$ cat src/rtl/lsu_pkg.sv
// rtl/lsu_pkg.sv - size encodings, FSM states and access classification helpers
package lsu_pkg;

    typedef enum logic [1:0] {
        SIZE_NONE = 2'b00,
        SIZE_BYTE = 2'b01,
        SIZE_HALF = 2'b10,
        SIZE_WORD = 2'b11
    } size_t;

    typedef enum logic [2:0] {
        IDLE,
        ACCESS_LO,
        ACCESS_HI,
        STORE_BYTE,
        RESP
    } state_t;

    // Aligned means the memory lane shifter can do the access in one beat.
    function automatic logic is_aligned(input logic [1:0] size, input logic [1:0] offset);
        case (size)
            SIZE_HALF: return ~offset[0];
            SIZE_WORD: return offset == 2'b00;
            default:   return 1'b1;
        endcase
    endfunction

    function automatic logic crosses_word(input logic [1:0] size, input logic [1:0] offset);
        case (size)
            SIZE_HALF: return offset == 2'b11;
            SIZE_WORD: return offset != 2'b00;
            default:   return 1'b0;
        endcase
    endfunction

    function automatic logic [1:0] last_byte(input logic [1:0] size);
        case (size)
            SIZE_HALF: return 2'd1;
            SIZE_WORD: return 2'd3;
            default:   return 2'd0;
        endcase
    endfunction

endpackage

$ cat src/rtl/load_align.sv
// rtl/load_align.sv - extracts and extends load data from a {hi, lo} word pair
module load_align
    import lsu_pkg::*;
(
    input  logic [31:0] lo,
    input  logic [23:0] hi,
    input  logic [1:0]  offset,
    input  logic [1:0]  size,
    input  logic        unsigned_load,
    output logic [31:0] data
);

    logic [31:0] shifted;

    // The top byte of the high word can never reach the result, so hi is only 24 bits.
    always_comb begin
        case (offset)
            2'd0:    shifted = lo;
            2'd1:    shifted = {hi[7:0],  lo[31:8]};
            2'd2:    shifted = {hi[15:0], lo[31:16]};
            default: shifted = {hi[23:0], lo[31:24]};
        endcase
    end

    always_comb begin
        case (size)
            SIZE_BYTE: data = {{24{~unsigned_load & shifted[7]}},  shifted[7:0]};
            SIZE_HALF: data = {{16{~unsigned_load & shifted[15]}}, shifted[15:0]};
            SIZE_WORD: data = shifted;
            default:   data = 32'd0;
        endcase
    end

endmodule

$ cat src/rtl/load_store_unit.sv
// rtl/load_store_unit.sv - single-request load/store unit splitting misaligned accesses
module load_store_unit #(
    parameter int ADDRESS_WIDTH = 10
) (
    input  logic                     clk,
    input  logic                     reset_n,
    input  logic                     req_valid,
    output logic                     req_ready,
    input  logic                     req_write,
    input  logic [1:0]               req_size,
    input  logic                     req_unsigned,
    input  logic [ADDRESS_WIDTH-1:0] req_address,
    input  logic [31:0]              req_wdata,
    output logic                     resp_valid,
    output logic [31:0]              resp_rdata,
    output logic [ADDRESS_WIDTH-1:0] mem_address,
    output logic [1:0]               mem_write_enable,
    output logic [31:0]              mem_write_value,
    input  logic [31:0]              mem_read_value
);
    import lsu_pkg::*;

    state_t                   state, next_state;
    logic                     lat_write;
    logic                     lat_unsigned;
    logic [1:0]               lat_size;
    logic [ADDRESS_WIDTH-1:0] lat_address;
    logic [31:0]              lat_wdata;
    logic [31:0]              lo_word;
    logic [1:0]               byte_count;
    logic [31:0]              aligned_data;
    logic [31:0]              align_lo;
    logic [23:0]              align_hi;
    logic [1:0]               offset;
    logic [ADDRESS_WIDTH-1:0] aligned_base;
    logic                     accept;

    assign offset       = lat_address[1:0];
    assign aligned_base = {lat_address[ADDRESS_WIDTH-1:2], 2'b00};
    assign req_ready    = (state == IDLE) && reset_n;
    assign accept       = req_valid && req_ready;

    always_ff @(posedge clk or negedge reset_n) begin
        if (!reset_n) state <= IDLE;
        else          state <= next_state;
    end

    always_comb begin
        next_state       = state;
        mem_address      = '0;
        mem_write_enable = 2'b00;
        mem_write_value  = 32'd0;
        resp_valid       = 1'b0;
        case (state)
            IDLE: begin
                if (accept) next_state = (req_size == SIZE_NONE) ? RESP : ACCESS_LO;
            end
            ACCESS_LO: begin
                if (lat_write) begin
                    mem_address = lat_address;
                    if (is_aligned(lat_size, offset)) begin
                        mem_write_enable = lat_size;
                        mem_write_value  = lat_wdata;
                        next_state       = RESP;
                    end else begin
                        next_state = STORE_BYTE;
                    end
                end else begin
                    mem_address = aligned_base;
                    next_state  = crosses_word(lat_size, offset) ? ACCESS_HI : RESP;
                end
            end
            ACCESS_HI: begin
                mem_address = aligned_base + ADDRESS_WIDTH'(4);
                next_state  = RESP;
            end
            STORE_BYTE: begin
                mem_address      = lat_address + ADDRESS_WIDTH'(byte_count);
                mem_write_enable = SIZE_BYTE;
                mem_write_value  = {24'd0, lat_wdata[{byte_count, 3'b000} +: 8]};
                if (byte_count == last_byte(lat_size)) next_state = RESP;
            end
            RESP: begin
                resp_valid = 1'b1;
                next_state = IDLE;
            end
            default: next_state = IDLE;
        endcase
    end

    // In ACCESS_LO the live read is the low word; in ACCESS_HI it is the high word.
    assign align_lo = (state == ACCESS_HI) ? lo_word : mem_read_value;
    assign align_hi = (state == ACCESS_HI) ? mem_read_value[23:0] : 24'd0;

    load_align u_load_align (
        .lo            (align_lo),
        .hi            (align_hi),
        .offset        (offset),
        .size          (lat_size),
        .unsigned_load (lat_unsigned),
        .data          (aligned_data)
    );

    always_ff @(posedge clk or negedge reset_n) begin
        if (!reset_n) begin
            lat_write    <= 1'b0;
            lat_unsigned <= 1'b0;
            lat_size     <= 2'b00;
            lat_address  <= '0;
            lat_wdata    <= 32'd0;
            lo_word      <= 32'd0;
            byte_count   <= 2'd0;
            resp_rdata   <= 32'd0;
        end else begin
            if (accept) begin
                lat_write    <= req_write;
                lat_unsigned <= req_unsigned;
                lat_size     <= req_size;
                lat_address  <= req_address;
                lat_wdata    <= req_wdata;
                byte_count   <= 2'd0;
            end
            if (state == ACCESS_LO) lo_word <= mem_read_value;
            if (state == STORE_BYTE) byte_count <= byte_count + 2'd1;
            if (next_state == RESP && state != RESP) begin
                resp_rdata <= (!lat_write && (state == ACCESS_LO || state == ACCESS_HI))
                              ? aligned_data : 32'd0;
            end
        end
    end

endmodule
$ cat config.mk
export PLATFORM = sky130hd
export DESIGN_NAME = load_store_unit
export DESIGN_NICKNAME = d
export VERILOG_FILES = /design/src/rtl/lsu_pkg.sv /design/src/rtl/load_align.sv /design/src/rtl/load_store_unit.sv
export SDC_FILE = /design/constraint.sdc
export NUM_CORES = 1
export LEC_CHECK = 0
export CORE_MARGIN = 1.5
export CORE_UTILIZATION = 50
export CTS_CLUSTER_DIAMETER = 80
export DETAILED_ROUTE_END_ITERATION = 8
export GPL_TIMING_DRIVEN = 0
export PLACE_DENSITY = 0.88
export SLEW_MARGIN = 20
export SYNTH_ARGS = -nofsm -noshare
export SYNTH_HDL_FRONTEND = slang
export SYNTH_SLANG_ARGS = --single-unit
$ cat constraint.sdc
create_clock -name clk -period 2.6 [get_ports clk]
set_input_delay 0.65 -clock clk [delete_from_list [all_inputs] [get_ports clk]]
set_output_delay 0.65 -clock clk [all_outputs]
set_load 0.005 [all_outputs]
==> summary.md <==
| Metric | Value |
|---|---|
| CP Max Fanout | `10` |
| Int Pwr | `between 6 and 7 mW` |
| # rows | `41` |
| ANT nets after route | `0` |
| Synth area leader | `dfrtp_1` |
| Top cells by area, synth | `dfrtp_1 44%, nand2_1 9.0%, mux2i_1 8.2%, mux2_2 8.2%, mux4_2 5.2%` |
| Hold WS | `65.9 ps` |
| Die W | `117 µm` |
| Reg power frac | `0.321` |
| Max_slew headroom | `0.475` |
| DR pass1 iterations | `6` |
| Routed length on met2 | `13.6 mm` |
| Buffers on Ports | `158` |
| Multi-input gate area | `3820 µm²` |
| Yosys reg bits | `115` |
| Clk sinks | `115` |
| Dpl hpwl | `14.5 mm` |
| Count leader, synth | `nand2_1` |
| Critical path's top delay family | `buffers and inverters` |
| Clock Skew | `roughly 23 ps` |
| Placer Congestion | `0.943` |
| GRT Overall Usage | `0.377` |
| Vias in the first global route | `7019` |
| Via density | `roughly 6.6` |
| Cell mode on critical path | `buf_6` |
| Die height | `117 µm` |
| Top-area cell type share of the netlist area | `0.439` |
| Met3 wire len | `between 3 and 4 mm` |
| Pwr Density | `between 1000 and 1500 nW/µm²` |
| Die footprint | `13800 µm²` |
| Residual DRC | `0` |
| Slew @ Worst Pin | `about 800 ps` |
| Gate Count Post-Synth | `674` |
| Total I/O pin count | `159` |
| Pleak | `4.43 nW` |
| CTS tree | `yes` |
| Period Utilization, post-route | `1.11` |
| F_max | `0.345 GHz` |
| Cell Area, Synth | `6550 µm²` |
| Critical Path AT | `2250 ps` |
| Initial core utilization | `0.515` |
| EDFF count, synth | `0` |
| Core area | `12700 µm²` |
| Peak VDD IR | `0.663 mV` |
| Hold Vio Cnt, Final | `0` |
| Crit. End Element | `output port` |
| Pins Over Slew Limit | `0` |
| Buf/Inv on CP | `6` |
| Sequential fraction of the synthesis area | `0.439` |
| First-pass GRT wire length | `39.8 mm` |
| CTS H-Tree Depth | `4` |
| Post-synth top cells | `158 x nand2_1, 115 x dfrtp_1, 54 x mux2i_1, 48 x mux2_2, 37 x o21ai_0` |
| Final Worst Setup Slack | `-298 ps` |
| Synthesized Nets | `between 700 and 800` |
| Post-DP Area | `about 8400 µm²` |
| Final #Nets | `991` |
| Diode count | `0` |
| DRT iter0 DRCs | `982` |
| CTS Buffer Depth | `2` |
| Clock latency on the worst-skew pair | `440 ps` |
| CP Cell Sequence | `clkbuf_2, a21oi_4, buf_12, buf_8, buf_6, buf_6, a22o_1, buf_2` |
| Final core utilization | `0.796` |
| Status | `complete, but fails checks` |
| Congestion Overflow GR | `0` |
| NetSw | `4.04 mW` |
| Fraction of layout cells with a size suffix above 1 | `0.338` |
| Vias | `7235` |
| Post-Route WL | `29.1 mm` |
| Failing checks | `setup timing` |
| Final min period | `2900 ps` |
| Clock-pin slew on the worst setup and hold paths | `60 ps` |
| DRT met1 WL | `9.66 mm` |
| CP max stage delay | `510 ps` |
| Clock buffer count from CTS | `17` |
| Crit Path Class | `reg2out` |
| Clk root buf | `clkbuf_16` |
| Final instance area | `between 10000 and 15000 µm²` |
| Synthesized area per cell | `9.72 µm²` |
| Final setup viols | `45` |
| Initial antenna violation count | `1` |
| Ys async rst share | `1.00` |
| Max layer used | `met5` |
| Post-synth cell types | `51` |
| Synth warnings | `0` |
| Switching power share of the total | `0.394` |
| Main flop type after synthesis | `dfrtp_1` |
| Gate power share | `0.430` |
| CP startpoint kind | `flop` |
| RSZ-0062 raised after global routing | `true` |
| Pin count of the biggest net entering global routing | `41` |
| Flip-flop and latch area | `2880 µm²` |
| Mean routed wirelength per cell | `26.7 µm` |
| Hold Path Class | `in2async` |
| Maxcap violations | `0` |
| Filler cell count | `693` |
| Clock network fraction of design power | `0.248` |
| CP required | `between 1500 and 2000 ps` |
| Synthesis-to-finish area growth | `54.4%` |
| Worst path slowest cell | `dfrtp_1` |
-- worst reg2reg max path, stage by stage, from the launching register on --
cell and delay [ps]:
dfrtp_1 410, buf_6 140, buf_4 170, nor3b_2 200, buf_4 220, buf_4 260
mux2i_1 410, mux2i_1 200, a221oi_1 390, o21ai_0 130
-- cell type report --
class | instances | share of cell area
inverters | 8 | 0.00494
flip-flops and latches | 115 | 0.285
repair buffers | 218 | 0.214
multi-input cells | 497 | 0.377
clock buffers | 22 | 0.0459
clock inverters | 9 | 0.0152
plain buffers | 49 | 0.0363
well taps | 172 | 0.0213
-- layer usage --
layer | vias up | track usage
li1 | 2861 | -
met1 | 3393 | 0.447
met2 | 714 | 0.614
met3 | 265 | 0.0901
met4 | 2 | 0.247
met5 | - | 0
-- state kept, by name, indices dropped and copies added (netlist names) --
signal and flops:
byte_count 2, lat_write 1, lat_wdata 32, lo_word 32, state 3, lat_size 2, resp_rdata 32, lat_address 10
lat_unsigned 1
-- metrics by stage --
stage	setup TNS, ps	instances	total power, mW	worst slack (ps)
floorplan	0	674	5.09	200
CTS	-2450	1081	9.21	-206
detailed placement	-86870	1005	6.31	-979
global placement	-805360	1004	6.17	-4600
finish	-6060	1090	10.3	-298
global route	-8540	1090	10.5	-313
-- power by group through the flow --
stage          logic, mW  clock network, mW  registers [mW]
4_1_cts             3.71               2.47            3.04
5_1_grt             4.60               2.62            3.33
6_report            4.42               2.55            3.30
3_3_place_gp        3.17                  0            3.00
3_5_place_dp        3.26                  0            3.05
2_1_floorplan       2.20                  0            2.89
-- logic make-up (layout without fill, tap and decap cells) --
logic type               count (synthesis)  in the layout  synth area share
XOR/XNOR                                 1              1           0.00134
AO/OA/AOI/OAI                          121            121             0.121
buffers and inverters                   62            306            0.0414
adder cells (fa/ha/maj)                  4              4           0.00878
multiplexers                           117            117             0.216
flip-flops                             115            115             0.439
AND/OR/NAND/NOR                        254            254             0.172
-- layout by cell type (no fill, tap or decap), types with 5 or more instances in the layout --
cell type        netlist  final
a31oi_1               12     11
o21ai_1                0      5
dfrtp_1              115    112
a22o_1                 9      9
nand2_1              158    154
a221oi_2               0      5
nand3_1               10     10
buf_4                  1     36
buf_2                 10     20
buf_8                  0      9
clkbuf_1              35     19
mux2i_4                0      6
clkdlybuf4s50_1        0    111
mux2i_1               54     45
and2_4                 0     26
nor2_1                30     29
nor3_1                 8      6
o21ai_0               37     30
buf_12                 0      5
mux4_2                15     15
clkbuf_4               0      5
buf_6                  3     47
a21oi_1               22     15
o211ai_1              14     14
clkbuf_16              0     19
clkbuf_2               0      7
mux2_2                48     45
-- path summary, 6_finish.rpt --
| kind | start | end | slack, ps | cells after the start |
|---|---|---|---|---|
| hold reg to reg | resp_rdata[3] | resp_rdata[3] | 480 | 2 |
| max in group asynchronous | reset_n | lo_word[27] | 1920 | 2 |
| min in group clk | resp_rdata[3] | resp_rdata[3] | 480 | 2 |
| setup / recovery | lat_size[1] | mem_write_value[5] | -300 | 8 |
| setup reg to reg | state[0] | resp_rdata[13] | -90 | 9 |
| hold / removal | reset_n | lo_word[18] | 70 | 1 |
-- repair_timing --
| action | in CTS | in global routing |
|---|---|---|
| pin swaps | 44 | 30 |
| cloned | 4 | 1 |
| hold buffers | 0 | 0 |
| setup endpoints to repair | 121 | 80 |
| buffers inserted | 43 | 17 |
| gates resized for setup | 304 | 105 |
(Power assumes the default switching activity.)
